`config.mk`:
```
export PLATFORM = sky130hd
export DESIGN_NAME = uart_tx_arbiter
export DESIGN_NICKNAME = d
export VERILOG_FILES = /design/src/rtl/uart_tx_arbiter.sv
export SDC_FILE = /design/constraint.sdc
export NUM_CORES = 1
export LEC_CHECK = 0
export ABC_AREA = 1
export BUFFER_PORTS_ARGS = -buffer_cell sky130_fd_sc_hd__buf_2
export CORE_MARGIN = 1
export CORE_UTILIZATION = 47
export DETAILED_ROUTE_END_ITERATION = 12
export PLACE_DENSITY = 0.74
export SYNTH_ARGS = -nofsm -noshare
export SYNTH_HDL_FRONTEND = slang
export SYNTH_SLANG_ARGS = --single-unit
```
`constraint.sdc`:
```
create_clock -name clk -period 2.53 [get_ports clk]
set_clock_uncertainty 0.1 [all_clocks]
set_input_delay 0.3795 -clock clk [delete_from_list [all_inputs] [get_ports clk]]
set_output_delay 0.3795 -clock clk [all_outputs]
set_load 0.02 [all_outputs]
```
`src/rtl/uart_tx_arbiter.sv`:
```
// uart_tx_arbiter: round-robin sharing of one UART transmitter among byte requesters
module uart_tx_arbiter #(
  parameter int NUM_REQ      = 4,
  parameter int BUSY_TIMEOUT = 16,
  parameter int GAP_CYCLES   = 1
) (
  input  logic                 clk,
  input  logic                 rst,
  input  logic [NUM_REQ-1:0]   req,
  input  logic [8*NUM_REQ-1:0] req_data,
  output logic [NUM_REQ-1:0]   ack,
  output logic [7:0]           TX_DATA,
  output logic                 TX_start,
  input  logic                 TX_busy,
  output logic [2:0]           owner,
  output logic                 active,
  output logic                 err_timeout
);
  localparam int IW = $clog2(NUM_REQ);
  typedef enum logic [1:0] {IDLE, START, BUSY, GAP} state_t;
  state_t state_q, state_d;
  logic [IW-1:0] ptr_q, ptr_d, win, idx;
  logic [IW:0] sum;
  logic found;
  logic [7:0] win_data, cnt_q, cnt_d, data_q, data_d;
  logic [NUM_REQ-1:0] ack_q, ack_d;
  logic [2:0] owner_q, owner_d;
  logic start_q, start_d, err_q, err_d;
  // Search p, p+1, ... wrapping; the first requester seen high wins
  always_comb begin
    found = 1'b0;
    win = '0;
    idx = '0;
    sum = '0;
    for (int i = 0; i < NUM_REQ; i++) begin
      sum = {1'b0, ptr_q} + (IW+1)'(i);
      idx = IW'(sum >= (IW+1)'(NUM_REQ) ? sum - (IW+1)'(NUM_REQ) : sum);
      if (!found && req[idx]) begin
        found = 1'b1;
        win = idx;
      end
    end
  end
  // Byte of the winning requester
  always_comb begin
    win_data = '0;
    for (int i = 0; i < NUM_REQ; i++)
      if (win == IW'(i)) win_data = req_data[8*i +: 8];
  end
  // Frame sequencing: grant, wait for busy (or watchdog), drain, inter-frame gap
  always_comb begin
    state_d = state_q;
    ptr_d   = ptr_q;
    cnt_d   = cnt_q;
    data_d  = data_q;
    owner_d = owner_q;
    start_d = start_q;
    ack_d   = '0;
    err_d   = 1'b0;
    case (state_q)
      IDLE:
        if (found && !TX_busy) begin
          ack_d   = NUM_REQ'(1) << win;
          data_d  = win_data;
          owner_d = 3'(win);
          ptr_d   = win == IW'(NUM_REQ-1) ? '0 : win + IW'(1);
          start_d = 1'b1;
          cnt_d   = '0;
          state_d = START;
        end
      START:
        if (TX_busy) begin
          start_d = 1'b0;
          state_d = BUSY;
        end else if (cnt_q == 8'(BUSY_TIMEOUT-1)) begin
          start_d = 1'b0;
          err_d   = 1'b1;
          cnt_d   = '0;
          state_d = GAP_CYCLES == 0 ? IDLE : GAP;
        end else cnt_d = cnt_q + 8'd1;
      BUSY:
        if (!TX_busy) begin
          cnt_d   = '0;
          state_d = GAP_CYCLES == 0 ? IDLE : GAP;
        end
      GAP:
        if (cnt_q == 8'(GAP_CYCLES-1)) state_d = IDLE;
        else cnt_d = cnt_q + 8'd1;
      default: state_d = IDLE;
    endcase
  end
  // State register; reset aborts any frame and drops TX_start at once
  always_ff @(posedge clk or negedge rst) begin
    if (!rst) begin
      state_q <= IDLE;
      ptr_q   <= '0;
      cnt_q   <= '0;
      data_q  <= '0;
      owner_q <= '0;
      ack_q   <= '0;
      start_q <= 1'b0;
      err_q   <= 1'b0;
    end else begin
      state_q <= state_d;
      ptr_q   <= ptr_d;
      cnt_q   <= cnt_d;
      data_q  <= data_d;
      owner_q <= owner_d;
      ack_q   <= ack_d;
      start_q <= start_d;
      err_q   <= err_d;
    end
  end
  assign ack         = ack_q;
  assign TX_DATA     = data_q;
  assign TX_start    = start_q;
  assign owner       = owner_q;
  assign active      = state_q != IDLE;
  assign err_timeout = err_q;
endmodule

```
* After elaboration in Yosys (flattened, before gate mapping)
Cells that the tools add are included.
** Word-level totals
- Bits in registers :: 28
- Output and inout bits :: 18
- Logic and storage cells :: 102
- Bits of input ports :: 39
** Cells by class
- Reductions and logical operators :: 17
- Eq/ne operators :: 13
- Order comparisons :: 8
- Muxes and demuxes :: 46
- Add/sub/neg operators :: 9
- Shift-type cells :: 1
** Operators by type and width (number)
- 8-bit 2-to-1 mux :: 9
- 8-bit case mux with 4 select lines :: 1
- 2-bit 2-to-1 mux :: 14
- 1-bit 2-to-1 mux :: 14
- 2-bit by 3-bit < comparator with 1-bit output (second input constant) :: 4
- 2-bit inequality test (second input constant) :: 5
- 3-bit >= comparator (second input constant) :: 3
- 8-bit by 1-bit adder with 8-bit output (second input constant) :: 1
- 1-bit binary-select mux with 2-bit select :: 4
- 2-bit == test (second input constant) :: 4
- 8-bit by 4-bit == test with 1-bit output (second input constant) :: 1
- 8-bit zero test :: 1
- 4-bit 2-to-1 mux :: 2
- 2-bit case mux with 4 select lines :: 1
- 4-bit AND reduction :: 2
- 2-bit by 1-bit subtractor with 2-bit output (second input constant) :: 4
- 2-bit by 2-bit adder with 3-bit output (second input constant) :: 2
- 2-bit by 1-bit == test with 1-bit output (second input constant) :: 2
- 1-bit logical AND :: 4
- 1-bit zero test :: 4
- 2-bit zero test :: 2
- 2-bit nonzero test :: 2
- 1-bit by 2-bit left shift with 4-bit output (first input constant) :: 1
- 2-bit by 1-bit adder with 3-bit output (second input constant) :: 1
- 6 further kinds :: 6

* Logic depth before layout (Yosys ltp)
Gate-level depths: netlist (run 1).
- Depth after elaboration :: 19
- Mapped depth :: 19

* Worst setup path before layout (run 1)
No wires, ideal clock.
- Path type :: register to register
- Start :: register ptr_q[0]
- End :: register data_q[0], in the netlist TX_DATA[0]
- Path slack :: 63 ps
- Arrival :: 2302 ps
- Path buffers :: 2
- Clock period less this slack :: 2467 ps
- Stages on the path, launching flop included :: 19
- Cells stage by stage :: dfrtp_1 buf_6 nand2_1 nand3_1 nand2_2 inv_1 a21oi_1 nand2_1 nand2_1 inv_1 ha_1 clkbuf_1 nor2_1 nand2_1 nand2_1 o21ai_0 o21ai_0 nand2_1 nand2_1
** On the way
- Word-level cells in the longest chain between the ends :: 19
** Ends and longest elaborated chain
- from (decl) :: RTL line 22 : logic [IW-1:0] ptr_q, ptr_d, win, idx;
- from (signal assigned) :: RTL line 105 : ptr_q <= ptr_d;
- branches (longest 13 deep; another with 2-bit by 1-bit adder with 3-bit output)
- 2-bit 2-to-1 mux (*) :: RTL line 38 : if (!found && req[idx]) begin
- via win[0] :: RTL line 22
- 2-bit zero test :: RTL line 48 : if (win == IW'(i)) win_data = req_data[8*i +: 8];
- 8-bit 2-to-1 mux (3 in series) :: RTL line 48
- 8-bit 2-to-1 mux (*) :: RTL line 48
- to (signal assigned) :: RTL line 107 : data_q <= data_d;
- to (decl) :: RTL line 25 : logic [7:0] win_data, cnt_q, cnt_d, data_q, data_d;
Mark *: on every way through the listed nets, which the timed path passes. The select of a mux whose other input is x is not followed.
A chain may end at the register's enable or synchronous reset.

* Worst setup path in the final report (run 1)
- Start :: register ptr_q[0]
- End :: register data_q[5], in the netlist TX_DATA[5]
** On the way
- Word-level cells in the longest chain between the ends :: 19
** Ends and longest elaborated chain
- branches (longest 19 deep; another with 2-bit by 1-bit adder with 3-bit output)
Several ways; the timed one is not identified. The select of a mux whose other input is x is not followed.

==> results of run 1 <==
placed cells by master (no fill, tap or decap):
cell                         n
sky130_fd_sc_hd__clkbuf_8    3
sky130_fd_sc_hd__nand2_2    15
sky130_fd_sc_hd__inv_1      26
sky130_fd_sc_hd__o21ai_0    20
sky130_fd_sc_hd__o21ai_1     7
sky130_fd_sc_hd__dfrtp_1    28
sky130_fd_sc_hd__o211ai_1    1
sky130_fd_sc_hd__inv_4       1
sky130_fd_sc_hd__nor3_1      2
sky130_fd_sc_hd__inv_2       6
sky130_fd_sc_hd__xor2_1      2
sky130_fd_sc_hd__ha_1        6
sky130_fd_sc_hd__buf_4       8
sky130_fd_sc_hd__nand3_1     4
sky130_fd_sc_hd__a21oi_1     8
sky130_fd_sc_hd__conb_1      1
sky130_fd_sc_hd__nand2_4     6
sky130_fd_sc_hd__buf_6       4
sky130_fd_sc_hd__o21ai_2     8
sky130_fd_sc_hd__nand4_1     5
sky130_fd_sc_hd__nor2_2      1
sky130_fd_sc_hd__buf_2      55
sky130_fd_sc_hd__a21oi_2     4
sky130_fd_sc_hd__nand2_1    90
sky130_fd_sc_hd__nand3b_1    3
sky130_fd_sc_hd__ha_4        4
sky130_fd_sc_hd__nand3_2     5
sky130_fd_sc_hd__nand2_8     1
sky130_fd_sc_hd__nor2_1     11
sky130_fd_sc_hd__bufinv_16   1
sky130_fd_sc_hd__a31oi_1     1
sky130_fd_sc_hd__nor2_4      4
how the worst min path moves through the flow:
| stage | cells after the start | end | from | slack [ns] |
|---|---|---|---|---|
| after global routing | 1 | cnt_q[3] | rst | 0.06 |
| after CTS | 1 | cnt_q[3] | rst | 0.04 |
| after floorplan | 0 | TX_DATA[0] | rst | -0.02 |
| after global placement | 1 | state_q[0] | rst | 0.34 |
| after detailed placement | 1 | state_q[1] | rst | 0.34 |
| final | 1 | state_q[0] | rst | 0.003 |
cells in the mapped netlist:
cell,number
sky130_fd_sc_hd__nor3_1,2
sky130_fd_sc_hd__a21oi_1,12
sky130_fd_sc_hd__a31oi_1,1
sky130_fd_sc_hd__conb_1,1
sky130_fd_sc_hd__nor2_2,1
sky130_fd_sc_hd__nand4_1,5
sky130_fd_sc_hd__nand3b_1,3
sky130_fd_sc_hd__o21ai_1,1
sky130_fd_sc_hd__xor2_1,2
sky130_fd_sc_hd__clkbuf_1,4
sky130_fd_sc_hd__o21ai_0,26
sky130_fd_sc_hd__buf_4,1
sky130_fd_sc_hd__inv_2,2
sky130_fd_sc_hd__nand2_4,2
sky130_fd_sc_hd__nand2_1,102
sky130_fd_sc_hd__inv_1,31
sky130_fd_sc_hd__nor2_1,13
sky130_fd_sc_hd__nand2_8,1
sky130_fd_sc_hd__dfrtp_1,28
sky130_fd_sc_hd__o21ai_2,8
sky130_fd_sc_hd__nor2_4,2
sky130_fd_sc_hd__buf_6,3
sky130_fd_sc_hd__ha_1,10
sky130_fd_sc_hd__nand3_2,1
sky130_fd_sc_hd__buf_12,1
sky130_fd_sc_hd__nand2_2,7
sky130_fd_sc_hd__nand3_1,8
sky130_fd_sc_hd__o211ai_1,1
routing by layer:
layer  up-vias  GRT usage, %  wire [um]
li1       1003             -          -
met1       869          26.0       2090
met2        71          34.8       2290
met3        14          2.57        222
met4         0          3.19        155
met5         -             0          0
what timing repair did:
item,4_1_cts,5_1_grt
setup buffers,0,6
setup endpoints to repair,0,8
resized for setup,0,53
per-stage QoR:
step | std cells | instance area (um2)
floorplan | 279 | 1990
global placement | 380 | 2290
detailed placement | 380 | 2290
CTS | 384 | 2360
global route | 391 | 2580
finish | 391 | 2580
sequential cells by signal (all words and copies together), names as in the netlist:
register	count
TX_DATA	8
cnt_q	8
TX_start	1
state_q	2
ptr_q	2
err_timeout	1
ack	4
owner	2
layout make-up:
class / count / area share (%)
clock buffers: 3 / 1.60
clock inverters: 1 / 1.17
inverters: 33 / 4.90
multi-input cells: 209 / 48.0
flip-flops and latches: 28 / 27.2
well taps: 50 / 2.43
repair buffers: 67 / 14.8
worst max-delay path: stages, from the launching register on:
cell and delay, ns:
sky130_fd_sc_hd__dfrtp_1 0.45, sky130_fd_sc_hd__buf_6 0.16, sky130_fd_sc_hd__nand2_1 0.08, sky130_fd_sc_hd__nand2_2 0.08
sky130_fd_sc_hd__nand2_2 0.13, sky130_fd_sc_hd__nand2_4 0.09, sky130_fd_sc_hd__nor2_4 0.16, sky130_fd_sc_hd__nand4_1 0.17
sky130_fd_sc_hd__nand2_4 0.14, sky130_fd_sc_hd__ha_4 0.14, sky130_fd_sc_hd__inv_2 0.04, sky130_fd_sc_hd__nor2_2 0.10
sky130_fd_sc_hd__buf_6 0.13, sky130_fd_sc_hd__nand2_1 0.05, sky130_fd_sc_hd__nand2_1 0.05, sky130_fd_sc_hd__o21ai_0 0.07
sky130_fd_sc_hd__o21ai_0 0.19, sky130_fd_sc_hd__nand2_1 0.09, sky130_fd_sc_hd__nand2_1 0.06
where the power goes:
group	total, uW	internal [uW]	switching (uW)	leakage [uW]
Clock	361	212	150	0.0000357
Sequential	690	593	96.9	0.000368
Combinational	2950	1130	1820	0.000958
cells by family after synthesis:
kind of cell,synth area share [%]
AND/OR/NAND/NOR,33.2
other,0.189
AO/OA/AOI/OAI,14.0
adder cells (fa/ha/maj),6.30
flip-flops,35.3
buffers and inverters,10.1
XOR/XNOR,0.882
==> flow_summary.yaml, run 1 <==
yosys:
  yosysWarnings: 0
  post-synth-top-area-cell: "sky130_fd_sc_hd__dfrtp_1"
  yosys_register_bits: 28
  syn-mean-instance-area_um2: 7.12
  top_area_cells_in_the_synthesized_netlist: "sky130_fd_sc_hd__dfrtp_1 35%, sky130_fd_sc_hd__nand2_1 19%, sky130_fd_sc_hd__o21ai_0 6.5%, sky130_fd_sc_hd__ha_1 6.3%, sky130_fd_sc_hd__inv_1 5.9%"
  synth_seq_area_share_pct: 35.3
  synthesis.instances: 279
  post_synth_instance_area_um2: 1990
  synth_nets: 328
  synth_cell_types: 28
  synth_top_area_share_pct: 35.3
placement:
  globalplace.congestion: 0.877
  detailed_place_hpwl_mm: 3.12
  place_ws_ns: 0.0919
  numPortBuffers: 55
cts:
  clk_path_buf_depth: 2
  insertion_delay_ns: 0.27
  htree_levels: 1
  cts.reportedPaths.clkPinSlew_ns: 0.10
  numCtsBuffers: 3
  tritoncts_num_sinks: 28
  post_cts_hold_buffer_count: 0
  clock_tree.root_cell: "sky130_fd_sc_hd__clkbuf_8"
  clock_tree_from_tritoncts: "done"
drt:
  route.final.wire_length_mm: 4.75
  detail_route.drc_violations: 0
  route.vias.total: 1957
  routed_via_density: 5.01
  drtIter0Drc: 121
  number_of_optimization_iterations_in_the_first_detailed_route_pass: 4
  final_antenna_net_count: 0
  route.detailed.wl_per_inst_um: 12.2
worst_setup_path:
  worst_setup_path_endpoint: "TX_DATA[5]"
  r2r_end: "TX_DATA[5]"
  critPathRequiredTime_ns: 2.65
  source_of_the_worst_register_to_register_timing_path: "ptr_q[0]"
  depth_of_the_worst_register_to_register_path: 18
  critical_path_startpoint_category: "register"
  critPathCaptureType: "register"
  category_of_the_critical_setup_timing_path: "reg2reg"
  crit_path_start: "ptr_q[0]"
  crit_path_max_fanout: 8
  cp.arrival_ns: 2.66
  regToRegSetupSlack_ns: -0.009
power:
  total_power_uw: 4000
  p_leak_uw: 0.00136
  p_per_area_nw_per_um2: 1550
  irDropWorstVdd_v: 0.00132
floorplan:
  initial_core_util_pct: 49.3
  std_cell_rows: 23
  die_h_um: 67.0
  core_area_um2: 4030
  number_of_primary_i_o_pins: 57
  floorplan.die_area_um2: 4490
  die_w_um: 67.0
layout:
  fraction_of_final_layout_cells_with_drive_strength_greater_than_1_pct: 37.0
  sequential_cell_area_um2: 701
  utilization_pct: 64.0
  multi_input_combinational_cell_area_um2: 1240
  layout-area-overhead-vs-synth_pct: 29.7
  count_of_nets_after_finishing: 391
  fill_cell_total_of_the_finished_layout: 340
  insertedDiodeCount: 0
job:
  maxCapViolations: 0
sta:
  final_max_slew_viol_count: 0
  hold-worst-slack_ns: 0.00331
  rsz_0062_raised_after_global_routing: "true"
  setup_viol: 1
  report.final.hold_viol_count: 0
  timing_worst_slew_pin_value_ns: 0.621
  postLayoutSetupSlackWorst_ns: -0.00876
  fmax_mhz: 394
  worst_slew_margin_rel_pct: 58.6
  layout_worst_path_cycle_share_pct: 100
  final.setup.tns_ns: -0.00876
  period_minus_slack_ns: 2.54
status:
  violations: "setup timing"
  run_status: "complete, but fails checks"
grt:
  grt_pass1_vias: 1688
  grt_remaining_overflow: 0
  globalRouteTotalUtil_pct: 19.8
  grt_max_degree: 29
  number_of_antenna_violations_at_the_first_check_in_global_routing: 0
  grt_first_pass_wirelength_mm: 6.92
min_path:
  hp-class: "in2async"
Power figures use the tool's default switching activity.
==> inputs of run 2 (changes only) <==
--- a/config.mk
+++ b/config.mk
@@ -7,10 +7,12 @@
 export LEC_CHECK = 0
 export ABC_AREA = 1
 export BUFFER_PORTS_ARGS = -buffer_cell sky130_fd_sc_hd__buf_2
+export CELL_PAD_IN_SITES_DETAIL_PLACEMENT = 2
+export CELL_PAD_IN_SITES_GLOBAL_PLACEMENT = 2
 export CORE_MARGIN = 1
-export CORE_UTILIZATION = 47
+export CORE_UTILIZATION = 25
 export DETAILED_ROUTE_END_ITERATION = 12
-export PLACE_DENSITY = 0.74
+export PLACE_DENSITY = 0.73
 export SYNTH_ARGS = -nofsm -noshare
 export SYNTH_HDL_FRONTEND = slang
 export SYNTH_SLANG_ARGS = --single-unit
==> run 2 against run 1 <==
The flow now finishes without violations. Critical path depth down 2. Count of clock-buffer cells in the layout unchanged. Clock power up 4%. Utilization down 29 points. Critical path type unchanged.
==> flow_summary.yaml, run 2 (synthesis gave the netlist of run 1 again) <==
worst_setup_path:
  regToRegSetupSlack_ns: 0.05
  source_of_the_worst_register_to_register_timing_path: "ptr_q[0]"
  crit_path_start: "ptr_q[0]"
  crit_path_max_fanout: 8
  cp_slowest_cell: "sky130_fd_sc_hd__dfrtp_1"
  r2r_end: "TX_DATA[5]"
  category_of_the_critical_setup_timing_path: "reg2reg"
  depth_of_the_worst_register_to_register_path: 16
  critPathRequiredTime_ns: 2.61
  critPathCaptureType: "register"
  critical_path_startpoint_category: "register"
  cp.arrival_ns: 2.56
  crit_path_max_incr_delay_ns: 0.41
  worstPathCellList: "buf_6, buf_6, nand2_4, nand2_4, nor2_4, nor2_4, o211ai_1, nand2_4, ha_4, buf_6, a21oi_2, nand2_1, o21ai_1, o21ai_1, nand2_1, nand2_1"
status:
  run_status: "finished, final reports clean"
sta:
  timing_worst_slew_pin_value_ns: 0.689
  fmax_mhz: 404
  worst_slew_margin_rel_pct: 54.1
  report.final.hold_viol_count: 0
  final_max_slew_viol_count: 0
  setup_viol: 0
  rsz_0062_raised_after_global_routing: "true"
  layout_worst_path_cycle_share_pct: 97.8
  postLayoutSetupSlackWorst_ns: 0.0547
  period_minus_slack_ns: 2.48
floorplan:
  number_of_primary_i_o_pins: 57
  initial_core_util_pct: 25.8
  std_cell_rows: 32
  floorplan.die_area_um2: 8310
  die_w_um: 91.2
  die_h_um: 91.2
  core_area_um2: 7690
layout:
  count_of_nets_after_finishing: 394
  layout-area-overhead-vs-synth_pct: 36.8
  utilization_pct: 35.4
  layout.cells.most_common_list: "92 x sky130_fd_sc_hd__nand2_1, 55 x sky130_fd_sc_hd__buf_2, 27 x sky130_fd_sc_hd__dfrtp_1, 24 x sky130_fd_sc_hd__inv_1, 16 x sky130_fd_sc_hd__o21ai_0"
  insertedDiodeCount: 0
  fraction_of_final_layout_cells_with_drive_strength_greater_than_1_pct: 38.4
  layout_commonest_cell: "sky130_fd_sc_hd__nand2_1"
drt:
  route.vias.total: 2044
  routed_via_density: 4.58
  detail_route.drc_violations: 0
  route.final.wire_length_mm: 6.58
  final_antenna_net_count: 0
  number_of_optimization_iterations_in_the_first_detailed_route_pass: 4
  route.detailed.wl_per_inst_um: 14.8
  drtIter0Drc: 37
power:
  p_leak_uw: 0.00139
  irDropWorstVdd_v: 0.000590
  p_per_area_nw_per_um2: 1610
  total_power_uw: 4390
grt:
  grt_remaining_overflow: 0
  globalRouteTotalUtil_pct: 15.3
  grt_first_pass_wirelength_mm: 10.3
  grt_pass1_vias: 2176
  grt_max_degree: 29
  number_of_antenna_violations_at_the_first_check_in_global_routing: 0
cts:
  numCtsBuffers: 3
  clock_tree.root_cell: "sky130_fd_sc_hd__clkbuf_8"
  tritoncts_num_sinks: 28
  htree_levels: 1
  insertion_delay_ns: 0.29
  cts.reportedPaths.clkPinSlew_ns: 0.11
  clk_path_buf_depth: 2
  clock_tree_from_tritoncts: "done"
placement:
  detailed_place_hpwl_mm: 4.77
  place_ws_ns: -0.0743
  numPortBuffers: 55
  globalplace.congestion: 0.815
min_path:
  hp-class: "in2async"
job:
  maxCapViolations: 0
==> run 2: report_power, final <==
group | switching [uW] | internal (uW) | total, uW
registers | 109 | 594 | 704
logic | 2030 | 1290 | 3310
clock network | 163 | 212 | 375
total | 2300 | 2090 | 4390
==> run 2: metrics by stage <==
stage          instance area (um2)  cells  setup TNS, ns  hold slack, ns
3_3_place_gp                  2360    433              0           0.350
4_1_cts                       2450    438              0          0.0551
3_5_place_dp                  2360    433         -0.219           0.357
6_report                      2720    446              0          0.0177
5_1_grt                       2720    446         -0.764          0.0569
2_1_floorplan                 1990    279              0         -0.0161
==> run 2: timing repair <==
action	in CTS	in global routing
buffers inserted	1	7
resized for setup	4	66
setup endpoints to repair	8	9
pin swaps	1	26
hold buffers	0	0
cloned	0	1
==> run 2: metal layers <==
| metal | wire length (um) | GRT usage [%] | up-vias |
|---|---|---|---|
| met2 | 3410 | 28.9 | 48 |
| met3 | 258 | 2.26 | 4 |
| met1 | 2870 | 18.2 | 982 |
| met4 | 46 | 2.78 | 0 |
| met5 | 0 | 0 | - |
| li1 | - | - | 1010 |
==> run 2: layout make-up <==
cell class,instances,area [um2]
timing repair buffer,69,415
clock inverter,1,30.0
tap,102,128
fill,940,4970
inverter,33,130
sequential,28,702
clock buffer,3,41.3
multi-input combinational,209,1260
timing repair inverter,1,7.51
==> run 2: worst max-delay path, delay by kind of cell (launching register included) <==
kind,cells,cell delay [ns]
DFF,1,0.41
buffers and inverters,3,0.41
and+or+nand+nor,8,0.66
AOI/OAI and AO/OA,4,0.56
adders and majority gates,1,0.21
==> run 2: how the worst max path moves through the flow <==
stage                             to  depth (start not counted)
final                     TX_DATA[5]                         16
after global routing      TX_DATA[5]                         17
after CTS                 TX_DATA[2]                         13
after detailed placement  TX_DATA[5]                         18
after global placement    TX_DATA[1]                         18
after floorplan           TX_DATA[0]                         18
==> inputs of run 3 (changes only) <==
--- a/config.mk
+++ b/config.mk
@@ -6,13 +6,13 @@
 export NUM_CORES = 1
 export LEC_CHECK = 0
 export ABC_AREA = 1
-export BUFFER_PORTS_ARGS = -buffer_cell sky130_fd_sc_hd__buf_2
 export CELL_PAD_IN_SITES_DETAIL_PLACEMENT = 2
 export CELL_PAD_IN_SITES_GLOBAL_PLACEMENT = 2
 export CORE_MARGIN = 1
-export CORE_UTILIZATION = 25
+export CORE_UTILIZATION = 31
 export DETAILED_ROUTE_END_ITERATION = 12
-export PLACE_DENSITY = 0.73
+export DONT_BUFFER_PORTS = 1
+export PLACE_DENSITY = 0.74
 export SYNTH_ARGS = -nofsm -noshare
 export SYNTH_HDL_FRONTEND = slang
 export SYNTH_SLANG_ARGS = --single-unit
==> run 3 against run 2 <==
Critical path depth grew 3. Count of clock-buffer cells in the layout unchanged. Maximum frequency is 2.0% lower. Critical endpoint unchanged. Critical path type unchanged. Routed wire length is 11% lower. Largest cell class unchanged. Largest power group unchanged.
==> flow_summary.yaml, run 3 (synthesis gave the netlist of run 1 again) <==
worst_setup_path:
  category_of_the_critical_setup_timing_path: "reg2reg"
  critPathRequiredTime_ns: 2.60
  cp.arrival_ns: 2.60
  crit_path_max_fanout: 8
  critPathCaptureType: "register"
  critical_path_startpoint_category: "register"
grt:
  grt_first_pass_wirelength_mm: 8.80
  top_usage_layer: "met2"
  grt_remaining_overflow: 0
  global_route.usage.met2_pct: 32.6
  number_of_antenna_violations_at_the_first_check_in_global_routing: 0
  grt_max_degree: 29
  grt_pass1_vias: 1888
  gr-usage-met1_pct: 20.1
  globalRouteTotalUtil_pct: 17.3
  globalRouteMet3Util_pct: 2.56
layout:
  utilization_pct: 39.0
  layout-area-overhead-vs-synth_pct: 18.8
  layout_commonest_cell: "sky130_fd_sc_hd__nand2_1"
  insertedDiodeCount: 0
  fraction_of_final_layout_cells_with_drive_strength_greater_than_1_pct: 26.0
  layout.cells.most_common_list: "90 x sky130_fd_sc_hd__nand2_1, 28 x sky130_fd_sc_hd__dfrtp_1, 26 x sky130_fd_sc_hd__inv_1, 16 x sky130_fd_sc_hd__nand2_2, 14 x sky130_fd_sc_hd__o21ai_0"
  count_of_nets_after_finishing: 339
  fill_cell_total_of_the_finished_layout: 718
  finish.instance_area_um2: 2360
sta:
  setup_viol: 0
  worst_slew_margin_rel_pct: 63.1
  report.final.hold_viol_count: 0
  final_max_slew_viol_count: 0
  timing_worst_slew_pin_value_ns: 0.550
  postLayoutSetupSlackWorst_ns: 0.00297
  fmax_mhz: 396
  period_minus_slack_ns: 2.53
  layout_worst_path_cycle_share_pct: 99.9
  rsz_0062_raised_after_global_routing: "true"
cts:
  clock_tree_from_tritoncts: "done"
  numCtsBuffers: 3
  cts.reportedPaths.clkPinSlew_ns: 0.09
  tritoncts_num_sinks: 28
  insertion_delay_ns: 0.28
  clk_path_buf_depth: 2
  htree_levels: 1
  clock_tree.root_cell: "sky130_fd_sc_hd__clkbuf_8"
drt:
  route.final.wire_length_mm: 5.85
  route.vias.total: 1837
  drtIter0Drc: 35
  final_antenna_net_count: 0
  detail_route.drc_violations: 0
  routed_via_density: 5.06
  number_of_optimization_iterations_in_the_first_detailed_route_pass: 4
  route.detailed.wl_per_inst_um: 16.1
floorplan:
  die_h_um: 82.1
  number_of_primary_i_o_pins: 57
  std_cell_rows: 28
  die_w_um: 82.1
  floorplan.die_area_um2: 6730
  initial_core_util_pct: 32.8
  core_area_um2: 6060
power:
  p_leak_uw: 0.00114
  p_per_area_nw_per_um2: 1690
  irDropWorstVdd_v: 0.000638
placement:
  place_ws_ns: -0.115
  detailed_place_hpwl_mm: 4.33
  numPortBuffers: 0
  globalplace.congestion: 0.773
  detailed_place.area_um2: 2050
status:
  run_status: "finished, final reports clean"
min_path:
  hp-class: "in2reg"
job:
  maxCapViolations: 0
-- run 3: cell types whose count changed in the layout (fill, tap and decap cells not counted), moves of 2 or more --
cell | before | now
sky130_fd_sc_hd__a21oi_1 | 10 | 6
sky130_fd_sc_hd__a21oi_2 | 2 | 5
sky130_fd_sc_hd__buf_2 | 55 | 0
sky130_fd_sc_hd__clkinvlp_4 | 2 | 0
sky130_fd_sc_hd__inv_1 | 24 | 26
sky130_fd_sc_hd__inv_2 | 7 | 5
sky130_fd_sc_hd__nand2_1 | 92 | 90
sky130_fd_sc_hd__nand2_2 | 10 | 16
sky130_fd_sc_hd__nand2_4 | 9 | 5
sky130_fd_sc_hd__nand3_4 | 2 | 0
sky130_fd_sc_hd__o21ai_0 | 16 | 14
sky130_fd_sc_hd__o21ai_1 | 8 | 13
sky130_fd_sc_hd__o21ai_2 | 11 | 8
-- run 3: area by class of cell --
cell class / count / area [um2] / share of cell area [%]
Clock buffer: 3 / 41.3 / 1.75
Timing Repair Buffer: 15 / 154 / 6.52
Tap cell: 75 / 93.8 / 3.97
Sequential cell: 28 / 701 / 29.7
Multi-Input combinational cell: 209 / 1240 / 52.6
Inverter: 33 / 129 / 5.46
-- run 3: layer usage --
metal,share of wire [%],wire [um]
met1,42,2480
met2,53,3120
met3,3.7,214
met4,0.60,35
met5,0,0
-- run 3: critical path, cell delays in order (launching register included) --
cell and delay [ns]:
sky130_fd_sc_hd__dfrtp_1 0.40, sky130_fd_sc_hd__buf_6 0.14, sky130_fd_sc_hd__buf_6 0.12, sky130_fd_sc_hd__nand2_2 0.06
sky130_fd_sc_hd__nand2_2 0.06, sky130_fd_sc_hd__nand2_2 0.07, sky130_fd_sc_hd__nand2_4 0.07, sky130_fd_sc_hd__nor2_4 0.16
sky130_fd_sc_hd__nand3_2 0.12, sky130_fd_sc_hd__nand2_2 0.11, sky130_fd_sc_hd__nand2_4 0.08, sky130_fd_sc_hd__buf_6 0.14
sky130_fd_sc_hd__ha_4 0.16, sky130_fd_sc_hd__buf_8 0.14, sky130_fd_sc_hd__a21oi_1 0.12, sky130_fd_sc_hd__nand2_1 0.08
sky130_fd_sc_hd__o21ai_1 0.10, sky130_fd_sc_hd__o21ai_1 0.07, sky130_fd_sc_hd__nand2_1 0.08, sky130_fd_sc_hd__nand2_1 0.05
-- run 3: where the power goes --
| group | total (uW) | leakage [uW] | internal, uW | switching, uW |
|---|---|---|---|---|
| Combinational | 2910 | 0.000748 | 1120 | 1790 |
| Clock | 247 | 0.0000216 | 107 | 140 |
| Sequential | 839 | 0.000368 | 593 | 246 |
| Total | 3990 | 0.00114 | 1820 | 2170 |
-- run 3: path summary, 6_finish.rpt --
path                              start          end  slack (ns)  depth (start not counted)
min in group asynchronous           rst  err_timeout        0.43                          2
max reg2reg                    ptr_q[0]   TX_DATA[5]       0.003                         19
max in group asynchronous           rst   TX_DATA[5]        1.73                          2
max                            ptr_q[0]   TX_DATA[5]       0.003                         19
min                        req_data[27]   TX_DATA[3]        0.23                          4
min reg2reg                    cnt_q[5]     cnt_q[5]        0.43                          2
-- run 3: timing repair --
action	in CTS	in global routing
hold buffers	2	0
resized for setup	8	59
setup endpoints to repair	8	9
pin swaps	1	9
hold endpoints to repair	28	0
buffers inserted	0	7
-- run 3: per-stage QoR --
| stage | total power (uW) | hold slack (ns) | setup TNS [ns] | cells |
|---|---|---|---|---|
| floorplan | 2490 | -0.0161 | 0 | 279 |
| global placement | 2960 | -0.0156 | -0.0558 | 351 |
| detailed placement | 3030 | -0.0157 | -0.610 | 351 |
| CTS | 3360 | 0.231 | 0 | 356 |
| global route | 4380 | 0.247 | -0.924 | 363 |
| finish | 3990 | 0.234 | 0 | 363 |
